[config.mk]
export PLATFORM = sky130hd
export DESIGN_NAME = adder_gather
export DESIGN_NICKNAME = d
export VERILOG_FILES = /design/src/rtl/adder_gather.sv
export SDC_FILE = /design/constraint.sdc
export NUM_CORES = 1
export LEC_CHECK = 0
export ABC_AREA = 1
export CELL_PAD_IN_SITES_DETAIL_PLACEMENT = 2
export CELL_PAD_IN_SITES_GLOBAL_PLACEMENT = 2
export CORE_ASPECT_RATIO = 1.75
export CORE_UTILIZATION = 31
export DETAILED_ROUTE_END_ITERATION = 16
export GPL_ROUTABILITY_DRIVEN = 0
export PLACE_DENSITY_LB_ADDON = 0.12
export RECOVER_POWER = 50
export SYNTH_ARGS = -nofsm -noshare
export SYNTH_HDL_FRONTEND = slang
export SYNTH_SLANG_ARGS = --single-unit
[constraint.sdc]
create_clock -name clk -period 2.9 [get_ports clk]
set_input_delay 0.435 -clock clk [delete_from_list [all_inputs] [get_ports clk]]
set_output_delay 0.435 -clock clk [all_outputs]
set_load 0.005 [all_outputs]
[src/rtl/adder_gather.sv]
// Serial-to-parallel gather stage in front of the adder tree. It packs NUM accepted
// words into one registered frame and zero-pads frames that in_last closes early.
module adder_gather #(
  parameter int BITS = 8,
  parameter int NUM  = 4
) (
  input  logic                clk,
  input  logic                rst,
  input  logic                clear,
  input  logic                in_valid,
  input  logic [BITS-1:0]     in_data,
  input  logic                in_last,
  output logic                in_ready,
  output logic                valid_out,
  output logic [NUM*BITS-1:0] data_out,
  output logic [NUM-1:0]      pad_mask,
  output logic [15:0]         frame_cnt
);

  localparam int IW = $clog2(NUM);

  logic [IW-1:0]                idx_q, idx_d;
  logic [NUM-2:0][BITS-1:0]     shadow_q, shadow_d;
  logic                         valid_q, valid_d;
  logic [NUM-1:0][BITS-1:0]     data_q, data_d;
  logic [NUM-1:0]               pad_q, pad_d;
  logic [15:0]                  cnt_q, cnt_d;

  logic                         accept;
  logic                         complete;
  logic [NUM-1:0][BITS-1:0]     lane_src;
  logic [NUM-1:0]               lane_pad;

  // Frame as it would look if the current word closed it: stored lanes below idx,
  // the live word at idx, zeros above. The top lane can only ever be the live word.
  for (genvar i = 0; i < NUM; i++) begin : g_lane
    if (i < NUM - 1) begin : g_stored
      assign lane_src[i] = (IW'(i) < idx_q)  ? shadow_q[i] :
                           (IW'(i) == idx_q) ? in_data     : '0;
    end else begin : g_top
      assign lane_src[i] = (IW'(i) == idx_q) ? in_data : '0;
    end
    assign lane_pad[i] = (IW'(i) > idx_q);
  end

  // Ready drops during reset and during a flush; downstream can never stall us.
  assign in_ready = ~rst & ~clear;
  assign accept   = in_valid & in_ready;
  assign complete = accept & (in_last | (idx_q == IW'(NUM - 1)));

  always_comb begin
    // NOTE: every output of this block gets a default first, so no path can infer a latch.
    idx_d    = idx_q;
    shadow_d = shadow_q;
    valid_d  = 1'b0;
    data_d   = data_q;
    pad_d    = pad_q;
    cnt_d    = cnt_q;
    if (clear) begin
      idx_d    = '0;
      shadow_d = '0;
    end else if (complete) begin
      idx_d   = '0;
      valid_d = 1'b1;
      data_d  = lane_src;
      pad_d   = lane_pad;
      cnt_d   = cnt_q + 16'd1;
    end else if (accept) begin
      shadow_d[idx_q] = in_data;
      idx_d           = idx_q + IW'(1);
    end
  end

  always_ff @(posedge clk or posedge rst) begin
    // NOTE: sequential state uses non-blocking assignments so all flops update together.
    if (rst) begin
      idx_q    <= '0;
      shadow_q <= '0;
      valid_q  <= 1'b0;
      data_q   <= '0;
      pad_q    <= '0;
      cnt_q    <= '0;
    end else begin
      idx_q    <= idx_d;
      shadow_q <= shadow_d;
      valid_q  <= valid_d;
      data_q   <= data_d;
      pad_q    <= pad_d;
      cnt_q    <= cnt_d;
    end
  end

  assign valid_out = valid_q;
  assign data_out  = data_q;
  assign pad_mask  = pad_q;
  assign frame_cnt = cnt_q;

endmodule

==> qor.csv, run 1 <==
stage,metric,value,unit
placed_design,HPWL after DPL,7.02,mm
placed_design,IO Port Bufs,65,
setup_path,crit path from,rst,
grt,global route overflow,0,
clocking,CTS tree,yes,
yosys,Synth Cell Area,3510,um^2
clocking,CTS root buf,clkbuf_16,
power_and_ir_drop,power share of the clock group,0.427,
grt,initial antenna violation count,0,
yosys,most common cell in the netlist,nand2_1,
clocking,Post-CTS Setup Inserts,0,
sta,Worst slew margin,0.204,
setup_path,Reg2Reg Depth,7,
power_and_ir_drop,total power,0.00280,W
sta,Worst Tran Pin Value,1190,ps
yosys,"area leader, netlist",dfrtp_1,
yosys,most instantiated cells after synthesis,"nand2_1, dfrtp_1, o21ai_0, inv_1, nor2_1",
setup_path,WP data arrival,1860,ps
setup_path,CP Cell Sequence,dlygate4sd3_1 -> nor2_1 -> clkdlybuf4s50_1,
yosys,synth top area cells,"dfrtp_1, nand2_1, o21ai_0",
yosys,Syn Inst Count,402,
yosys,"Seq/Total Area, Yosys",0.556,
layout,Area Overhead vs Synth,30.4,%
sta,Final Cycle Share,0.792,
clocking,clock sinks,78,
yosys,ys async rst share,1.00,
yosys,Synth cell types,27,
sta,Setup TNS,0,ps
power_and_ir_drop,internal power,0.00211,W
grt,first-pass GRT wire length,16.4,mm
yosys,Post-synth EDFFs,0,
grt,largest net degree at the start of global routing,47,
yosys,Synth top area share,0.556,
setup_path,CP max FO,3,
power_and_ir_drop,VDD IR-drop max,0.359,mV
clocking,Skew-Pair Late Insertion Delay,340,ps
floorplan,Initial Utilization,0.316,
clocking,CTS Buffer Depth,2,
layout,# diodes,0,
sta,f_max,0.436,GHz
floorplan,Die X,82.4,um
clocking,hold buffer count at CTS,0,
yosys,Seq cells post-synth,78,
yosys,syn_area_per_cell,8.73,um^2
setup_path,R2R Path Start,idx_q[1],
power_and_ir_drop,Pwr Density,612,nW/um^2
yosys,syn_nets,421,
run,max_cap viols,0,
setup_path,Crit Reg-Reg Endpoint,shadow_q[9],
detailed_routing,routed vias/inst,4.85,
setup_path,CP Launch Type,primary input,
setup_path,Worst EP required,2470,ps
sta,final setup vio count,0,
detailed_routing,Vias,2928,
yosys,largest family of logic cells by synthesized area,simple AND/OR/NAND/NOR gates,
clocking,Max H-tree Level,3,
detailed_routing,Starting DRT DRC Count,131,
power_and_ir_drop,power share of the sequential group,0.439,
yosys,"Top FF cell, synth",dfrtp_1,
setup_path,CP Capture Type,output pin,
grt,GRT Overall Usage,0.187,
floorplan,IO Count,67,
detailed_routing,ANT nets after route,0,
power_and_ir_drop,Net Sw Power,0.000696,W
clocking,post_cts resized,0,
sta,final hold violations,0,
power_and_ir_drop,Leak Pwr,2.22,nW
clocking,CTS Buf Count,9,
setup_path,critical path class,in2out,
detailed_routing,DRT Wirelength,9.97,mm
yosys,xor/xnor share of the synthesized area,0.0150,
sta,clock skew,6.39,ps
power_and_ir_drop,Net Sw Frac,0.248,
yosys,Simple-Gate Fraction of Synth Area,0.233,
setup_path,worst setup path end,in_ready,
sta,max-slew violation count,0,
grt,vias in the first global route,3173,
layout,fillers,1260,
layout,Nets,486,
setup_path,R2R setup slack,840,ps
layout,share of cells above drive strength 1,0.0614,
detailed_routing,DR WL/cell,16.5,um
floorplan,core region area,11100,um^2
outcome,status,finished clean,
sta,minimum clock period,2300,ps
yosys,Synth Area in Compound Gates,0.126,
yosys,adder-cell share of the synthesized area,0.0214,
yosys,Synth warnings,0,
detailed_routing,Pre-Repair DR Iteration Count,4,
floorplan,Vert. Die Dim,143,um
yosys,mux share of post-synthesis cell area,0,
floorplan,Die ar.,11800,um^2
power_and_ir_drop,Logic pwr share,0.134,
sta,RSZ-0062 raised after global routing,no,
clocking,clock slew at reported path FFs,60,ps
setup_path,max incr delay on CP,590,ps
min_path,Tightest Hold Check Type,reg2reg,
setup_path,slowest CP cell,clkdlybuf4s50_1,
detailed_routing,drt drc,0,
floorplan,row cnt,51,
-- cells in the final DEF (no fill, tap or decap), types with 3 or more instances in the layout --
master | netlist | final
nand2_1 | 163 | 164
dfrtp_1 | 78 | 78
o21ai_0 | 58 | 58
clkdlybuf4s50_1 | 0 | 42
dlygate4sd3_1 | 0 | 23
inv_1 | 18 | 18
nor2_1 | 12 | 14
clkbuf_16 | 0 | 9
a22o_1 | 8 | 8
a21boi_0 | 8 | 8
nand3_1 | 8 | 8
nand3b_1 | 6 | 6
ha_1 | 6 | 6
xor2_1 | 4 | 4
buf_4 | 2 | 4
clkbuf_8 | 0 | 3
-- state kept, by name, summed over array words and instances (netlist names) --
signal	flops
frame_cnt	16
valid_out	1
shadow_q	24
idx_q	2
data_out	32
pad_mask	3
-- power groups by stage --
| stage | Sequential (W) | Combinational (W) | Clock, W |
|---|---|---|---|
| after global placement | 0.00125 | 0.000387 | 0 |
| final | 0.00123 | 0.000376 | 0.00120 |
| after detailed placement | 0.00125 | 0.000398 | 0 |
| after CTS | 0.00123 | 0.000401 | 0.00123 |
| after global routing | 0.00124 | 0.000424 | 0.00126 |
| after floorplan | 0.00125 | 0.000158 | 0 |
-- how the worst min path moves through the flow --
stage | from | endpoint | depth (start not counted)
floorplan | shadow_q[0] | shadow_q[0] | 2
global placement | shadow_q[3] | shadow_q[3] | 2
detailed placement | data_out[21] | data_out[21] | 2
CTS | shadow_q[6] | shadow_q[6] | 2
global route | data_out[4] | data_out[4] | 2
finish | data_out[15] | data_out[15] | 2
-- critical path: cells and delay by family --
family | cells | cell delay [ps]
buffers and inverters | 2 | 1160
and+or+nand+nor | 1 | 270
-- kinds of logic after synthesis --
| logic type | Yosys count |
|---|---|
| AND/OR/NAND/NOR | 198 |
| flip-flops | 78 |
| AO/OA/AOI/OAI | 77 |
| buffers and inverters | 36 |
| XOR/XNOR | 6 |
| adder cells (fa/ha/maj) | 6 |
| other | 1 |
-- metal layers --
metal  wire length, um  GRT usage  vias up  share of wire
met5                 0          0        -              0
met4               162     0.0748        0          0.016
met3               199     0.0300       14          0.020
met2              5390      0.329       43           0.54
met1              4210      0.218     1452           0.42
li1                  -          -     1419              -
-- layout make-up --
class	instances	area [um^2]	area share
flip-flops and latches	78	1950	0.426
clock buffers	12	267	0.0582
clock inverters	4	52.6	0.0115
inverters	20	75.1	0.0164
well taps	132	165	0.0361
multi-input cells	288	1380	0.302
repair buffers	70	686	0.150
-- metrics by stage --
step / cells / setup WS (ps) / cell area (um^2) / util / hold WS, ps
2_1_floorplan: 402 / 470 / 3510 / - / 448
3_3_place_gp: 588 / 655 / 4270 / 0.385 / 461
3_5_place_dp: 588 / 543 / 4270 / 0.385 / 473
4_1_cts: 604 / 727 / 4590 / 0.414 / 488
5_1_grt: 604 / 558 / 4580 / 0.412 / 505
6_report: 604 / 605 / 4580 / 0.412 / 479
Note: power is estimated with default switching activity, not from simulation.
==> inputs of run 2 (changes only) <==
--- a/config.mk
+++ b/config.mk
@@ -9,7 +9,7 @@
 export CELL_PAD_IN_SITES_DETAIL_PLACEMENT = 2
 export CELL_PAD_IN_SITES_GLOBAL_PLACEMENT = 2
 export CORE_ASPECT_RATIO = 1.75
-export CORE_UTILIZATION = 31
+export CORE_UTILIZATION = 28
 export DETAILED_ROUTE_END_ITERATION = 16
 export GPL_ROUTABILITY_DRIVEN = 0
 export PLACE_DENSITY_LB_ADDON = 0.12
==> constraint.sdc (replaced) <==
create_clock -name clk -period 1.8 [get_ports clk]
set_input_delay 0.27 -clock clk [delete_from_list [all_inputs] [get_ports clk]]
set_output_delay 0.27 -clock clk [all_outputs]
set_load 0.005 [all_outputs]
==> run 2 against run 1 <==
Final area up 3.6%. First-iteration DRC count fell by 30%. Critical path depth unchanged. Core utilization shrank 2.2 points. Flip-flop and latch count did not move. Clock skew up 2.2 ps. Clock-buffer cell count shrank 3. Die area increased by 11%. Critical endpoint unchanged.
==> qor.csv, run 2 (same netlist as run 1, synthesis figures left out) <==
stage,metric,value,unit,change
grt,first-pass GRT wire length,16.8,mm,was 16.4 mm
sta,final hold slack,478,ps,was 479 ps
detailed_routing,Pre-Repair DR Iteration Count,4,,unchanged
setup_path,most frequent cell on the critical path,clkdlybuf4s50_1,,
floorplan,core region area,12100,um^2,"was 11,100 um^2"
clocking,Max H-tree Level,3,,unchanged
clocking,CTS root buf,clkbuf_16,,unchanged
layout,share of cells above drive strength 1,0.0928,,was 0.0614
outcome,status,finished clean,,unchanged
setup_path,WP data arrival,1450,ps,was 1860 ps
sta,RSZ-0062 raised after global routing,no,,unchanged
run,max_cap viols,0,,unchanged
sta,max-slew violation count,0,,unchanged
layout,Area Overhead vs Synth,35.0,%,was 30.4%
power_and_ir_drop,Leak Pwr,2.26,nW,was 2.22 nW
setup_path,slowest CP cell,clkdlybuf4s50_1,,unchanged
sta,Setup TNS,0,ps,unchanged
sta,final hold violations,0,,unchanged
grt,vias in the first global route,3294,,"was 3,173"
layout,Nets,499,,was 486
clocking,CTS Buf Count,9,,unchanged
clocking,hold buffer count at CTS,0,,unchanged
setup_path,Reg2Reg Depth,8,,was 7
layout,post-route cell area,4740,um^2,was 4580 um^2
floorplan,IO Count,67,,unchanged
clocking,CTS Buffer Depth,2,,unchanged
sta,clock skew,8.55,ps,was 6.39 ps
clocking,CTS tree,yes,,unchanged
grt,initial antenna violation count,0,,unchanged
power_and_ir_drop,VDD IR-drop max,0.473,mV,was 0.359 mV
layout,max reg flops,32,,unchanged
floorplan,Initial Utilization,0.289,,was 0.316
grt,GRT Overall Usage,0.173,,was 0.187
layout,# diodes,0,,unchanged
setup_path,CP Launch Type,primary input,,unchanged
detailed_routing,ANT nets after route,0,,unchanged
min_path,worst hold stages,2,,unchanged
sta,Final WS setup,84.6,ps,was 605 ps
detailed_routing,DR WL/cell,15.4,um,was 16.5 um
layout,"most common cell after layout, fill and taps aside",nand2_1,,unchanged
setup_path,CP Cell Sequence,clkdlybuf4s50_1 -> nor2_4 -> clkdlybuf4s50_1,,was dlygate4sd3_1 -> nor2_1 -> clkdlybuf4s50_1
min_path,Tightest Hold Check Type,reg2reg,,unchanged
floorplan,Die X,86.6,um,was 82.4 um
sta,f_max,0.583,GHz,
placed_design,dpl cell area,4460,um^2,was 4270 um^2
sta,Worst slew margin,0.258,,was 0.204
clocking,Skew-Pair Late Insertion Delay,350,ps,was 340 ps
setup_path,Worst EP required,1530,ps,was 2470 ps
layout,post-layout util,0.391,,was 0.412
sta,minimum clock period,1720,ps,
placed_design,HPWL after DPL,7.14,mm,was 7.02 mm
power_and_ir_drop,Pwr Density,943,nW/um^2,was 612 nW/um^2
grt,global route overflow,0,,unchanged
detailed_routing,routed vias/inst,4.64,,was 4.85
detailed_routing,drt drc,0,,unchanged
sta,Worst Tran Pin Value,1110,ps,was 1190 ps
placed_design,Place WS,-65.3,ps,was 543 ps
detailed_routing,Vias,3017,,"was 2,928"
setup_path,R2R Path Start,idx_q[0],,was idx_q[1]
placed_design,IO Port Bufs,65,,unchanged
min_path,hold_sp,data_out[8],,was data_out[15]
setup_path,R2R setup slack,210,ps,was 840 ps
floorplan,Die ar.,13000,um^2,"was 11,800 um^2"
min_path,Hold EP,data_out[8],,was data_out[15]
setup_path,Crit Reg-Reg Endpoint,shadow_q[15],,was shadow_q[9]
detailed_routing,Starting DRT DRC Count,92,,was 131
setup_path,CP Capture Type,output pin,,unchanged
floorplan,Vert. Die Dim,150,um,was 143 um
sta,final setup vio count,0,,unchanged
sta,Final Cycle Share,0.953,,
detailed_routing,DRT Wirelength,10.0,mm,was 9.97 mm
clocking,clock slew at reported path FFs,70,ps,was 60 ps
floorplan,row cnt,53,,was 51
setup_path,max incr delay on CP,530,ps,was 590 ps
clocking,clock sinks,78,,unchanged
setup_path,CP max FO,3,,unchanged
layout,most frequent cells in the layout,"nand2_1, dfrtp_1, o21ai_0",,unchanged
grt,largest net degree at the start of global routing,79,,was 47
setup_path,critical path class,in2out,,unchanged
-- run 2: cell count changes in the layout (fill, tap and decap cells not counted), sizes merged --
cell,previous run,this run
clkinvlp,0,2
clkbuf,13,12
inv,20,19
buf,4,15
dlygate4sd3,23,18
clkinv,3,5
clkdlybuf4s50,42,47
-- run 2: critical path: cells and delay by family --
family / cells / cell delay (ps)
simple gates: 1 / 180
buf+inv: 2 / 1000
-- run 2: final cells by class --
cell class,instances,area (um^2)
Timing Repair Buffer,83,807
Clock inverter,7,73.8
Fill cell,1386,7390
Clock buffer,9,225
Tap cell,165,206
Sequential cell,78,1950
Multi-Input combinational cell,288,1400
Inverter,20,80.1
-- run 2: repair_timing --
action                                  CTS  global route
setup buffers                             0             0
resized for setup                         0             2
endpoints found under the setup margin    0            10
-- run 2: power breakdown --
| group | switching, W | internal (W) | total (W) | leakage [nW] |
|---|---|---|---|---|
| registers | 0.0000970 | 0.00189 | 0.00198 | 1.05 |
| logic | 0.000302 | 0.000336 | 0.000638 | 1.06 |
| clock network | 0.000769 | 0.00108 | 0.00185 | 0.146 |
| total | 0.00117 | 0.00330 | 0.00447 | 2.26 |
-- run 2: per-layer routing --
metal | track usage | up-vias | share of wire
met3 | 0.0313 | 12 | 0.024
li1 | - | 1443 | -
met2 | 0.319 | 39 | 0.56
met4 | 0.0750 | 0 | 0.019
met5 | 0 | - | 0
met1 | 0.190 | 1523 | 0.40
-- run 2: how the worst max path moves through the flow --
stage	start	to	slack [ps]	cells past startpoint
final	clear	in_ready	80	3
after detailed placement	clear	shadow_q[22]	-70	7
after global routing	idx_q[0]	frame_cnt[7]	4	9
after floorplan	idx_q[1]	shadow_q[10]	4	8
after global placement	clear	shadow_q[17]	10	7
after CTS	idx_q[0]	shadow_q[18]	50	7
-- run 2: stage by stage --
step           instances  power [W]
3_5_place_dp         634    0.00270
4_1_cts              650    0.00460
3_3_place_gp         634    0.00267
2_1_floorplan        402    0.00227
5_1_grt              650    0.00469
6_report             650    0.00447
==> inputs of run 3 (changes only) <==
--- a/config.mk
+++ b/config.mk
@@ -9,9 +9,12 @@
 export CELL_PAD_IN_SITES_DETAIL_PLACEMENT = 2
 export CELL_PAD_IN_SITES_GLOBAL_PLACEMENT = 2
 export CORE_ASPECT_RATIO = 1.75
-export CORE_UTILIZATION = 28
+export CORE_UTILIZATION = 29
+export CTS_BUF_LIST = sky130_fd_sc_hd__clkbuf_8
 export DETAILED_ROUTE_END_ITERATION = 16
 export GPL_ROUTABILITY_DRIVEN = 0
+export HOLD_SLACK_MARGIN = 0.08
+export MAX_ROUTING_LAYER = met4
 export PLACE_DENSITY_LB_ADDON = 0.12
 export RECOVER_POWER = 50
 export SYNTH_ARGS = -nofsm -noshare
==> run 3 against run 2 <==
Final area fell by 1.5%. Register-to-register slack got worse by 20 ps. Critical path depth did not move. Sequential power barely moved. Non-clock buffer count rose by 5. Die area fell by 3.4%. Largest power group unchanged. Critical path type unchanged.
==> qor.csv, run 3 (same netlist as run 1, synthesis figures left out) <==
stage,metric,value,unit,change
clocking,clock sinks,78,,unchanged
sta,clock skew,8.94,ps,was 8.55 ps
run,max_cap viols,0,,unchanged
clocking,CTS tree,yes,,unchanged
detailed_routing,DR WL/cell,16.7,um,was 15.4 um
clocking,hold buffer count at CTS,0,,unchanged
setup_path,critical path class,in2out,,unchanged
sta,Worst Tran Pin Value,572,ps,was 1110 ps
floorplan,Die X,85.2,um,was 86.6 um
setup_path,Crit Reg-Reg Endpoint,data_out[8],,was shadow_q[15]
setup_path,CP max FO,3,,unchanged
grt,global route overflow,0,,unchanged
setup_path,worst setup path end,in_ready,,unchanged
power_and_ir_drop,power share of the clock group,0.361,,was 0.413
detailed_routing,routed vias/inst,4.87,,was 4.64
placed_design,IO Port Bufs,65,,unchanged
grt,met1 Usage GRT,0.197,,was 0.190
clocking,clock slew at reported path FFs,80,ps,was 70 ps
floorplan,core region area,11600,um^2,"was 12,100 um^2"
floorplan,Vert. Die Dim,148,um,was 150 um
detailed_routing,Starting DRT DRC Count,54,,was 92
setup_path,CP Launch Type,primary input,,unchanged
power_and_ir_drop,Net Sw Power,0.00107,W,was 0.00117 W
clocking,Max H-tree Level,3,,unchanged
layout,Area Overhead vs Synth,33.0,%,was 35.0%
setup_path,slowest CP cell,clkdlybuf4s50_1,,unchanged
setup_path,WP data arrival,1460,ps,was 1450 ps
sta,final setup vio count,0,,unchanged
sta,final hold violations,0,,unchanged
grt,first-pass GRT wire length,17.8,mm,was 16.8 mm
sta,minimum clock period,1730,ps,was 1720 ps
clocking,Post-CTS Setup Inserts,0,,unchanged
outcome,status,finished clean,,unchanged
power_and_ir_drop,Net Sw Frac,0.259,,was 0.261
setup_path,crit path from,clear,,unchanged
layout,post-layout util,0.401,,was 0.391
grt,GR Layer Usage met2,0.353,,was 0.319
detailed_routing,DRT Wirelength,10.4,mm,was 10.0 mm
power_and_ir_drop,VDD IR-drop max,0.405,mV,was 0.473 mV
clocking,CTS Buf Count,9,,unchanged
placed_design,HPWL after DPL,7.72,mm,was 7.14 mm
grt,busiest layer in global routing,met2,,unchanged
setup_path,Reg2Reg Depth,6,,was 8
setup_path,R2R Path Start,idx_q[0],,unchanged
grt,GRT Overall Usage,0.189,,was 0.173
sta,f_max,0.578,GHz,was 0.583 GHz
floorplan,Die ar.,12600,um^2,"was 13,000 um^2"
power_and_ir_drop,Leak Pwr,2.27,nW,was 2.26 nW
setup_path,Worst EP required,1530,ps,about the same
layout,Nets,504,,was 499
setup_path,most frequent cell on the critical path,clkdlybuf4s50_1,,unchanged
setup_path,R2R setup slack,190,ps,was 210 ps
sta,Final Cycle Share,0.961,,was 0.953
clocking,post_cts resized,0,,unchanged
clocking,Skew-Pair Late Insertion Delay,360,ps,was 350 ps
clocking,CTS Buffer Depth,2,,unchanged
min_path,Tightest Hold Check Type,in2async,,was reg2reg
layout,max reg flops,32,,unchanged
floorplan,Initial Utilization,0.301,,was 0.289
floorplan,row cnt,52,,was 53
power_and_ir_drop,Pwr Density,880,nW/um^2,was 943 nW/um^2
layout,# diodes,0,,unchanged
grt,largest net degree at the start of global routing,33,,was 79
layout,most frequent cells in the layout,"nand2_1, dfrtp_1, o21ai_0",,unchanged
floorplan,IO Count,67,,unchanged
placed_design,Place WS,-15.4,ps,was -65.3 ps
power_and_ir_drop,Logic pwr share,0.157,,was 0.143
sta,max-slew violation count,0,,unchanged
sta,Final WS setup,70.1,ps,was 84.6 ps
setup_path,CP Capture Type,output pin,,unchanged
sta,Worst slew margin,0.616,,was 0.258
power_and_ir_drop,internal power,0.00304,W,was 0.00330 W
power_and_ir_drop,power share of the sequential group,0.482,,was 0.444
detailed_routing,Pre-Repair DR Iteration Count,4,,unchanged
detailed_routing,drt drc,0,,unchanged
layout,share of cells above drive strength 1,0.102,,was 0.0928
grt,vias in the first global route,3562,,"was 3,294"
setup_path,max incr delay on CP,530,ps,about the same
detailed_routing,ANT nets after route,0,,unchanged
sta,RSZ-0062 raised after global routing,no,,unchanged
layout,"most common cell after layout, fill and taps aside",nand2_1,,unchanged
grt,global routing usage on met3,0.0346,,was 0.0313
clocking,CTS root buf,clkbuf_8,,was clkbuf_16
setup_path,CP Cell Sequence,clkdlybuf4s50_1 -> nor2_4 -> clkdlybuf4s50_1,,unchanged
detailed_routing,Vias,3041,,"was 3,017"
grt,initial antenna violation count,0,,unchanged
==> run 3: metal layers <==
metal  vias to the layer above  routed length, um
met3                        12                251
met1                      1530               4040
li1                       1449                  -
met2                        50               5930
met5                         -                  0
met4                         0                191
==> run 3: power groups by stage <==
stage	sequential (W)	clock, W	combinational (W)
global placement	0.00202	0	0.000665
detailed placement	0.00203	0	0.000683
floorplan	0.00202	0	0.000254
finish	0.00198	0.00148	0.000643
CTS	0.00199	0.00155	0.000688
global route	0.00201	0.00162	0.000719
==> run 3: through the flow <==
stage                     total power, W  hold WS (ps)  cell area (um^2)  TNS (ps)  cells
after global placement           0.00268           460              4480         0    609
after CTS                        0.00423           395              4700         0    625
after global routing             0.00435           479              4670         0    625
after detailed placement         0.00271           472              4480     -15.4    609
after floorplan                  0.00227           403              3520         0    402
final                            0.00411           451              4670         0    625
==> run 3: layout make-up <==
type | count | area, um^2
fill | 1330 | 6980
clock buffer | 10 | 138
tap | 135 | 169
clock inverter | 6 | 86.3
multi-input combinational | 288 | 1390
sequential | 78 | 1950
timing repair buffer | 88 | 852
inverter | 20 | 77.6
==> run 3: worst min path at each step <==
stage / start / endpoint / slack [ps]
2_1_floorplan: in_data[0] / data_out[24] / 400
3_3_place_gp: shadow_q[2] / shadow_q[2] / 460
3_5_place_dp: data_out[23] / data_out[23] / 470
4_1_cts: rst / frame_cnt[5] / 390
5_1_grt: rst / frame_cnt[5] / 480
6_report: rst / frame_cnt[5] / 450
==> run 3: critical path: cells and delay by family <==
kind | cells | cell delay, ps
buffers and inverters | 2 | 1000
AND/OR/NAND/NOR | 1 | 190
